File: config.mk
export PLATFORM = sky130hd
export DESIGN_NAME = rf_param_nr1w_flat
export DESIGN_NICKNAME = d
export VERILOG_FILES = /design/src/rtl/rf_param_nr1w_pkg.sv /design/src/rtl/rf_param_nr1w_if.sv /design/src/rtl/rf_param_nr1w_read_port.sv /design/src/rtl/rf_param_nr1w.sv /design/src/flat_wrapper.sv
export SDC_FILE = /design/constraint.sdc
export NUM_CORES = 1
export LEC_CHECK = 0
export BUFFER_PORTS_ARGS = -buffer_cell sky130_fd_sc_hd__buf_4
export CORE_MARGIN = 8
export CORE_UTILIZATION = 35
export CTS_CLUSTER_DIAMETER = 200
export DETAILED_ROUTE_END_ITERATION = 6
export PLACE_DENSITY_LB_ADDON = 0.25
export SYNTH_ARGS = -nofsm -noshare
export SYNTH_HDL_FRONTEND = slang
export SYNTH_SLANG_ARGS = --single-unit
File: constraint.sdc
create_clock -name clk -period 2 [get_ports clk]
set_input_delay 0.2 -clock clk [delete_from_list [all_inputs] [get_ports clk]]
set_output_delay 0.2 -clock clk [all_outputs]
set_load 0.01 [all_outputs]
File: src/rtl/rf_param_nr1w_pkg.sv
// Shared types and helpers for the parametrised multi-read register file.
// Latency: n/a (types and elaboration-time functions only).
// Backpressure: n/a.
package rf_pkg;

  // Clear engine states.
  typedef enum logic {
    RF_IDLE  = 1'b0,
    RF_SWEEP = 1'b1
  } rf_state_e;

  // Upper bound on the number of read ports a single file may expose.
  localparam int RF_MAX_NRD = 4;

  // Address width for a given depth; never narrower than one bit.
  function automatic int rf_aw(input int depth);
    int a;
    a = $clog2(depth);
    return (a < 1) ? 1 : a;
  endfunction

endpackage

File: src/rtl/rf_param_nr1w_if.sv
// Write/read/clear bus of the register file; master drives requests, slave is the file.
// Latency: n/a (wiring only).
// Backpressure: none on the bus itself; rejected writes are reported through wr_drop.
interface rf_param_nr1w_if
  import rf_pkg::*;
#(
  parameter int WIDTH = 8,
  parameter int DEPTH = 16,
  parameter int NRD   = 2
);
  localparam int AW = rf_aw(DEPTH);

  logic                 wr_en;
  logic [AW-1:0]        wr_addr;
  logic [WIDTH-1:0]     wr_data;
  logic [NRD-1:0]       rd_en;
  logic [NRD*AW-1:0]    rd_addr;
  logic [NRD*WIDTH-1:0] rd_data;
  logic [NRD-1:0]       rd_vld;
  logic                 clr_req;
  logic                 busy;
  logic                 wr_drop;

  modport master (
    output wr_en, wr_addr, wr_data, rd_en, rd_addr, clr_req,
    input  rd_data, rd_vld, busy, wr_drop
  );

  modport slave (
    input  wr_en, wr_addr, wr_data, rd_en, rd_addr, clr_req,
    output rd_data, rd_vld, busy, wr_drop
  );

endinterface

File: src/rtl/rf_param_nr1w_read_port.sv
// One read port: address range check, write-to-read bypass, optional output register.
// Latency: 0 cycles when RD_LAT=0, 1 cycle (captured on rd_en) when RD_LAT=1.
// Backpressure: none; with RD_LAT=1 the output holds while rd_en is low.
module rf_read_port #(
  parameter int WIDTH  = 8,
  parameter int DEPTH  = 16,
  parameter int AW     = 4,
  parameter int RD_LAT = 0,
  parameter int BYPASS = 1
) (
  input  logic                        clk,
  input  logic                        rst_n,
  input  logic                        rd_en,
  input  logic [AW-1:0]               rd_addr,
  input  logic [DEPTH-1:0][WIDTH-1:0] mem,
  input  logic [DEPTH-1:0]            flag,
  input  logic                        wr_acc,
  input  logic [AW-1:0]               wr_addr,
  input  logic [WIDTH-1:0]            wr_data,
  output logic [WIDTH-1:0]            rd_data,
  output logic                        rd_vld
);

  localparam logic [AW:0] DEPTH_W = (AW+1)'(DEPTH);

  logic [WIDTH-1:0] sel_data;
  logic             sel_vld;

  // Select the entry, the in-flight write data, or zero for an out-of-range address.
  always_comb begin
    sel_data = '0;
    sel_vld  = 1'b0;
    if ({1'b0, rd_addr} < DEPTH_W) begin
      if ((BYPASS != 0) && wr_acc && (wr_addr == rd_addr)) begin
        sel_data = wr_data;
        sel_vld  = 1'b1;
      end else begin
        sel_data = mem[rd_addr];
        sel_vld  = flag[rd_addr];
      end
    end
  end

  if (RD_LAT != 0) begin : g_reg
    logic [WIDTH-1:0] data_q;
    logic             vld_q;

    // Capture the selected entry only on an enabled read; otherwise hold.
    always_ff @(posedge clk or negedge rst_n) begin
      if (!rst_n) begin
        data_q <= '0;
        vld_q  <= 1'b0;
      end else if (rd_en) begin
        data_q <= sel_data;
        vld_q  <= sel_vld;
      end
    end

    assign rd_data = data_q;
    assign rd_vld  = vld_q;
  end else begin : g_comb
    // Combinational port has no use for the clock, reset or enable.
    logic unused_comb_port;
    assign unused_comb_port = ^{clk, rst_n, rd_en};
    assign rd_data = sel_data;
    assign rd_vld  = sel_vld;
  end

endmodule

File: src/rtl/rf_param_nr1w.sv
// Register file with one write port, NRD read ports, written flags and a one-entry-per-cycle clear sweep.
// Latency: write visible next cycle (same cycle via bypass); read 0 or 1 cycle per RD_LAT; clear takes DEPTH cycles.
// Backpressure: writes during a sweep or to an out-of-range address are dropped and flagged on wr_drop next cycle.
module rf_param_nr1w
  import rf_pkg::*;
#(
  parameter int WIDTH  = 8,
  parameter int DEPTH  = 16,
  parameter int NRD    = 2,
  parameter int RD_LAT = 0,
  parameter int BYPASS = 1
) (
  input logic             clk,
  input logic             rst_n,
  rf_param_nr1w_if.slave  bus
);

  localparam int          AW      = rf_aw(DEPTH);
  localparam logic [AW:0] DEPTH_W = (AW+1)'(DEPTH);
  localparam logic [AW-1:0] LAST  = AW'(DEPTH - 1);

  logic [DEPTH-1:0][WIDTH-1:0] mem;
  logic [DEPTH-1:0]            flag;
  rf_state_e                   state;
  logic [AW-1:0]               ptr;
  logic                        busy_q;
  logic                        wr_drop_q;
  logic                        wr_in_range;
  logic                        wr_acc;
  logic [NRD-1:0][WIDTH-1:0]   rd_data_p;
  logic [NRD-1:0]              rd_vld_p;

  assign wr_in_range = {1'b0, bus.wr_addr} < DEPTH_W;
  assign wr_acc      = bus.wr_en && !busy_q && wr_in_range;

  // Storage: accepted writes set data and flag; the sweep zeroes one entry per cycle.
  always_ff @(posedge clk or negedge rst_n) begin
    if (!rst_n) begin
      mem  <= '0;
      flag <= '0;
    end else if (wr_acc) begin
      mem[bus.wr_addr]  <= bus.wr_data;
      flag[bus.wr_addr] <= 1'b1;
    end else if (state == RF_SWEEP) begin
      mem[ptr]  <= '0;
      flag[ptr] <= 1'b0;
    end
  end

  // Clear engine: IDLE waits for clr_req, SWEEP walks ptr to DEPTH-1; busy is registered with the state.
  always_ff @(posedge clk or negedge rst_n) begin
    if (!rst_n) begin
      state  <= RF_IDLE;
      ptr    <= '0;
      busy_q <= 1'b0;
    end else begin
      case (state)
        RF_IDLE: begin
          if (bus.clr_req) begin
            state  <= RF_SWEEP;
            ptr    <= '0;
            busy_q <= 1'b1;
          end
        end
        RF_SWEEP: begin
          if (ptr == LAST) begin
            state  <= RF_IDLE;
            ptr    <= '0;
            busy_q <= 1'b0;
          end else begin
            ptr <= ptr + AW'(1);
          end
        end
        default: begin
          state  <= RF_IDLE;
          ptr    <= '0;
          busy_q <= 1'b0;
        end
      endcase
    end
  end

  // One-cycle flag for a write request that was not accepted.
  always_ff @(posedge clk or negedge rst_n) begin
    if (!rst_n) begin
      wr_drop_q <= 1'b0;
    end else begin
      wr_drop_q <= bus.wr_en && !wr_acc;
    end
  end

  for (genvar p = 0; p < NRD; p++) begin : g_rd
    rf_read_port #(
      .WIDTH (WIDTH),
      .DEPTH (DEPTH),
      .AW    (AW),
      .RD_LAT(RD_LAT),
      .BYPASS(BYPASS)
    ) u_port (
      .clk    (clk),
      .rst_n  (rst_n),
      .rd_en  (bus.rd_en[p]),
      .rd_addr(bus.rd_addr[p*AW +: AW]),
      .mem    (mem),
      .flag   (flag),
      .wr_acc (wr_acc),
      .wr_addr(bus.wr_addr),
      .wr_data(bus.wr_data),
      .rd_data(rd_data_p[p]),
      .rd_vld (rd_vld_p[p])
    );
  end

  assign bus.rd_data = rd_data_p;
  assign bus.rd_vld  = rd_vld_p;
  assign bus.busy    = busy_q;
  assign bus.wr_drop = wr_drop_q;

endmodule
File: src/flat_wrapper.sv
// flat-port wrapper written by rule: the top's interface ports become plain ports
module rf_param_nr1w_flat import rf_pkg::*;
#(
  parameter int WIDTH  = 8,
  parameter int DEPTH  = 16,
  parameter int NRD    = 2,
  parameter int RD_LAT = 0,
  parameter int BYPASS = 1
)
  (clk, rst_n, bus_wr_en, bus_wr_addr, bus_wr_data, bus_rd_en, bus_rd_addr, bus_clr_req, bus_rd_data, bus_rd_vld, bus_busy, bus_wr_drop);
  rf_param_nr1w_if #(.WIDTH(WIDTH), .DEPTH(DEPTH), .NRD(NRD)) bus_i ();
  input logic clk;
  input logic rst_n;
  input wire logic [$bits(bus_i.wr_en)-1:0] bus_wr_en;
  input wire logic [$bits(bus_i.wr_addr)-1:0] bus_wr_addr;
  input wire logic [$bits(bus_i.wr_data)-1:0] bus_wr_data;
  input wire logic [$bits(bus_i.rd_en)-1:0] bus_rd_en;
  input wire logic [$bits(bus_i.rd_addr)-1:0] bus_rd_addr;
  input wire logic [$bits(bus_i.clr_req)-1:0] bus_clr_req;
  output wire logic [$bits(bus_i.rd_data)-1:0] bus_rd_data;
  output wire logic [$bits(bus_i.rd_vld)-1:0] bus_rd_vld;
  output wire logic [$bits(bus_i.busy)-1:0] bus_busy;
  output wire logic [$bits(bus_i.wr_drop)-1:0] bus_wr_drop;
  assign bus_i.wr_en = bus_wr_en;
  assign bus_i.wr_addr = bus_wr_addr;
  assign bus_i.wr_data = bus_wr_data;
  assign bus_i.rd_en = bus_rd_en;
  assign bus_i.rd_addr = bus_rd_addr;
  assign bus_i.clr_req = bus_clr_req;
  assign bus_rd_data = bus_i.rd_data;
  assign bus_rd_vld = bus_i.rd_vld;
  assign bus_busy = bus_i.busy;
  assign bus_wr_drop = bus_i.wr_drop;
  rf_param_nr1w #(.WIDTH(WIDTH), .DEPTH(DEPTH), .NRD(NRD), .RD_LAT(RD_LAT), .BYPASS(BYPASS)) u_core (.clk(clk), .rst_n(rst_n), .bus(bus_i));
endmodule
== Word level (Yosys, flattened, before mapping) ==
Index checks and enable logic that the tools add are counted.

* Add/subtract/negate cells: 1
* Order comparisons: 6
* Eq/ne operators: 5
* Mux-type cells: 34
* Bitwise gates (word level): 6
* Reduce and logical (&&, ||, !) cells: 10

{| class="wikitable"
|+ Operators by type and width
! cell !! number
|-
| $mux 128 || 2
|-
| $and 128x128->128 || 1
|-
| $bwmux 128 || 1
|-
| $not 128->128 || 1
|-
| $bmux 8 s4 || 2
|-
| $demux 8 s4 || 2
|-
| $mux 8 || 6
|-
| $mux 16 || 2
|-
| $lt 4x5->1 const B || 4
|-
| $and 16x16->16 || 1
|-
| $not 16->16 || 1
|-
| $or 16x16->16 || 1
|-
| $mux 1 || 10
|-
| $bmux 1 s4 || 2
|-
| $demux 1 s4 || 2
|-
| $eq 4x4->1 || 2
|-
| $ge 4x1->1 const B || 2
|-
| $mux 4 || 2
|-
| $pmux 4 s2 || 1
|-
| $logic_and 1x1->1 || 6
|-
| $add 4x1->4 const B || 1
|-
| $eq 4x4->1 const B || 1
|-
| $ne 2x2->1 const B || 2
|-
| $pmux 1 s2 || 2
|-
| other kinds (4) || 5
|}

* Bits in registers: 151
* Input bits: 26
* Output and inout port bits: 20
* Logic and storage cells: 83

== Longest topological paths before layout ==
* Depth in word-level cells: 8
* Gate-level depth with buffers: 7
* Mapped depth without buffers: 5

== Modules after synthesis ==
Synthesis repeated with hierarchy kept, for this count alone.

* Cell total of the unflattened synthesis: 952
* Area total of the unflattened synthesis: 10,553.9 um^2

{| class="wikitable"
|+ By module, submodules not included
! module !! times used !! cells each !! area an instance (um^2) !! seq. area each (um^2)
|-
| rf_param_nr1w || 1 || 778 || 7,928.9 || 3,778.6
|-
| rf_read_port || 2 || 87 || 1,312.5 || 0.0
|}

== Worst setup path before layout ==
Ideal clock, no wire load.

* Kind: input to output
* Start: in bus_rd_addr[7]
* End: out bus_rd_data[14]
* Arrival: 1,698 ps
* Required time: 1,800 ps
* Path slack: 102 ps
* Cell stages on the path: 6
* Path buffers: 2
* Path through: buf_4 > buf_2 > mux4_2 > mux2i_1 > mux2i_1 > mux2_2

* Cells in the longest elaborated chain, start to end: 3
* Elaborated cells on any way between the ends: 5
* Those cells by class: eq/ne (1); mux (3); reduce/logical (1)

{| class="wikitable"
|+ RTL lines
! element !! line !! source
|-
| start: declaration || flat_wrapper.sv:18 || <nowiki>input wire logic [$bits(bus_i.rd_addr)-1:0] bus_rd_addr;</nowiki>
|-
| $bmux 8 s4 or $eq 4x4->1 (tied branches) || rf_param_nr1w_read_port.sv:38, rf_param_nr1w_read_port.sv:34 ||
|-
| $mux 8 (not written as such) or $logic_and 1x1->1 (tied branches) || rf_param_nr1w_read_port.sv:38, rf_param_nr1w_read_port.sv:34 ||
|-
| $mux 8 (*) || rf_param_nr1w_read_port.sv:34 || <nowiki>if ((BYPASS != 0) && wr_acc && (wr_addr == rd_addr)) begin</nowiki>
|-
| end: declaration || flat_wrapper.sv:20 || <nowiki>output wire logic [$bits(bus_i.rd_data)-1:0] bus_rd_data;</nowiki>
|}

Every way passes the cells marked *; elsewhere a longest branch is shown, timed or not. The select of a mux whose other input is x is not followed.

== Worst setup path after layout ==
* Start: reg u_core.flag[15]
* End: out bus_rd_vld[0]

* Cells in the longest elaborated chain, start to end: 3

{| class="wikitable"
|+ RTL lines
! element !! line !! source
|-
| start: declaration || rf_param_nr1w.sv:23 || <nowiki>logic [DEPTH-1:0] flag;</nowiki>
|-
| start signal: assignment || rf_param_nr1w.sv:40 || <nowiki>flag <= '0;</nowiki>
|-
| start signal: indexed assignment || rf_param_nr1w.sv:43 || <nowiki>flag[bus.wr_addr] <= 1'b1;</nowiki>
|-
| start signal: indexed assignment || rf_param_nr1w.sv:46 || <nowiki>flag[ptr] <= 1'b0;</nowiki>
|-
| $bmux 1 s4 || rf_param_nr1w_read_port.sv:39 || <nowiki>sel_vld = flag[rd_addr];</nowiki>
|-
| $mux 1 (not written as such) || rf_param_nr1w_read_port.sv:39 ||
|-
| $mux 1 || rf_param_nr1w_read_port.sv:34 ||
|-
| end: declaration || flat_wrapper.sv:21 || <nowiki>output wire logic [$bits(bus_i.rd_vld)-1:0] bus_rd_vld;</nowiki>
|}

Every way passes these cells. The select of a mux whose other input is x is not followed.

==> flow_metrics.py <==
metrics = {
    "run_status": {
        "status": "finished with violations",
        "violations": "negative setup slack",
    },
    "setup_path": {
        "crit_type": "reg -> out",
        "critPathSlowestCell": "mux4_2",
        "crit_path_end_kind": "output pin",
        "r2r_setup_slack_ns": 0.07,
        "crit_path_max_incr_delay_ns": 0.52,
        "required_ns": 1.80,
        "critPathMostFrequentCell": "mux4_2",
        "start_kind": "register",
        "reg2reg_depth": 5,
        "crit_chain": "mux4_2 > mux4_2 > inv_2 > nand2_2 > buf_6",
        "cp_max_fo": 3,
        "cp.arrival_ns": 2.12,
    },
    "drt": {
        "drt_iter0_markers": 559,
        "drc": 0,
        "postRouteAntennaNets": 0,
        "drt-pass1-iter-count": 5,
        "vias": 6192,
        "wirelength_mm": 26.3,
        "wl_per_cell_microns": 25.5,
        "viasPerCell": 6.01,
    },
    "synth": {
        "yosys.area.top_type_share_pct": 45.0,
        "ys_warn_count": 0,
        "synth-seq-cells": 151,
        "synthTopCellsByCount": "151 x dfrtp_1, 128 x a22o_1, 74 x mux4_2",
        "avgSynthCellArea_sq_um": 13.7,
        "synth_cell_type_count": 41,
        "yosys-top-cells-area": "dfrtp_1 45%, mux4_2 20%, a22o_1 13%",
        "syn_nets": 643,
        "synth-async-reset-ratio_pct": 100,
        "yosysMostFrequentCell": "dfrtp_1",
        "synth_area_sq_mm": 0.00840,
        "ys_seq_area_share_pct": 45.0,
        "synth_edf_count": 0,
        "synth_top_flop_cell": "dfrtp_1",
        "synth_cells": 613,
        "synth_area_leader_cell": "dfrtp_1",
    },
    "finish": {
        "antenna_cells": 0,
        "nets": 728,
        "nFillCells": 2148,
        "final_core_util_pct": 44.5,
        "areaGrowthSynthToFinish_pct": 24.8,
        "drive_gt1_share_pct": 41.2,
    },
    "clock_network": {
        "cts_made_buffers": 17,
        "cts-root-buf": "clkbuf_16",
        "cts.reportedPaths.clkPinSlew_ns": 0.07,
        "cts_tree": "yes",
        "clock_path_buffers": 2,
        "clock_latency_ns": 0.43,
        "clock_sinks": 151,
        "htree_levels": 4,
    },
    "timing": {
        "setup_ws_ns": -0.324,
        "slew_violations": 0,
        "fin_crit_sh_pct": 116,
        "grt_setup_unrepaired": "yes",
        "tightest_slew_ns": 0.881,
        "finClkSkew_ns": 0.0114,
        "setup_viol": 18,
        "maxSlewHeadroom_pct": 40.8,
        "fin_crit_ns": 2.32,
        "fin_hold_ws_ns": 0.0290,
        "hold_violations": 0,
        "fmaxAchievable_mhz": 430,
    },
    "floorplan": {
        "start_util_pct": 35.7,
        "core-area_sq_mm": 0.0235,
        "die_area_sq_mm": 0.0292,
        "die-height_microns": 171,
        "num_rows": 56,
        "ios": 46,
        "fp.dieW_microns": 171,
    },
    "flow_run": {
        "drv_cap": 0,
    },
    "grt": {
        "grt_start_max_net_pins": 61,
        "first_global_vias": 6739,
        "overflow": 0,
        "grt_use_total_pct": 18.7,
        "grt_pass1_wl_mm": 41.1,
        "antenna_found_initial": 0,
    },
    "pwr": {
        "power_density_mw_per_mm2": 1020,
        "p_leak_nw": 4.81,
        "vdd_drop_max_v": 0.000612,
    },
    "placed_design": {
        "port_buffers": 43,
        "place.gp.congestion": 0.838,
        "hpwl_mm": 18.0,
    },
    "min_path": {
        "worstHoldPathCells": 2,
        "hp-class": "in -> reg",
    },
}
==> area by class of cell <==
| cell class | count | area (sq um) | share of cell area (%) |
|---|---|---|---|
| multi-input cells | 396 | 4490 | 42.9 |
| flip-flops and latches | 151 | 3780 | 36.1 |
| repair buffers | 127 | 1200 | 11.4 |
| clock buffers | 18 | 429 | 4.09 |
| well taps | 319 | 399 | 3.81 |
| clock inverters | 14 | 168 | 1.60 |
| inverters | 5 | 18.8 | 0.179 |
==> logic make-up (layout without fill, tap and decap cells) <==
group	Yosys count	after routing	share of synthesized area (%)
flip-flops	151	151	45.0
adder cells (fa/ha/maj)	4	4	0.596
buffers and inverters	66	164	3.59
AND/OR/NAND/NOR	65	65	4.57
AO/OA/AOI/OAI	179	179	17.5
XOR/XNOR	9	9	0.938
multiplexers	139	139	27.8
==> where the power goes <==
group / total (mW) / internal, mW / switching, mW / leakage (nW)
Combinational: 3.45 / 1.61 / 1.84 / 2.45
Clock: 3.27 / 1.87 / 1.40 / 0.292
Sequential: 3.99 / 3.55 / 0.438 / 2.07
==> state kept, by name (all words and copies together) (netlist names) <==
register            cells
u_core.bus.busy         1
u_core.bus.wr_drop      1
u_core.flag            16
u_core.mem            128
u_core.ptr              4
u_core.state            1
==> cell usage in the layout, fill, tap and decap left out, drive strengths merged, types with 3 or more instances in the layout <==
cell and count:
dfrtp 151, a22o 128, buf 125, mux4 74
mux2i 49, nor2 29, clkbuf 18, mux2 16
o21ai 14, a21o 12, a31oi 12, nand2 10
inv 9, clkinv 8, xor2 7, nor3 6
o22ai 5, and3 4, nand2b 4, ha 4
nor2b 4, o22a 3
==> final timing paths <==
path,start,to
max in group asynchronous,rst_n,u_core.mem[61]$_DFFE_PN0P_
worst min register to register,u_core.mem[26]$_DFFE_PN0P_,u_core.mem[26]$_DFFE_PN0P_
worst min-delay path,bus_wr_en,u_core.bus.wr_drop$_DFF_PN0_
worst max-delay path,u_core.flag[15]$_DFFE_PN0P_,bus_rd_vld[0]
min in group asynchronous,rst_n,u_core.flag[13]$_DFFE_PN0P_
worst max register to register,u_core.ptr[0]$_DFFE_PN0P_,u_core.mem[115]$_DFFE_PN0P_
==> critical path, delay by kind of cell (launching register included) <==
kind,cells,cell delay (ns)
flip-flops,1,0.42
buffers and inverters,2,0.20
AND/OR/NAND/NOR,1,0.05
multiplexers,2,1.01
==> metrics by stage <==
stage | TNS, ns | instances | setup slack, ns | cell area (sq um) | total power, mW
4_1_cts | -5.05 | 1019 | -0.323 | 10300 | 10.6
6_report | -4.51 | 1030 | -0.324 | 10500 | 10.7
3_3_place_gp | -0.850 | 972 | -0.0862 | 9450 | 7.09
3_5_place_dp | -2.16 | 972 | -0.138 | 9450 | 7.19
5_1_grt | -5.56 | 1030 | -0.374 | 10500 | 11.2
2_1_floorplan | 0 | 613 | 0.102 | 8400 | 5.94
==> routing by layer <==
layer	part of all wire [%]	up-vias	track usage [%]
met5	0	-	0
met4	2.4	0	6.88
met3	5.9	37	3.71
met2	50	244	30.7
met1	42	3284	24.0
li1	-	2627	-
==> timing repair <==
item,in CTS,in global routing
hold buffers,2,0
setup endpoints to repair,54,76
setup buffers,13,11
hold endpoints to repair,49,0
resized for setup,24,40
(Power assumes the default switching activity.)
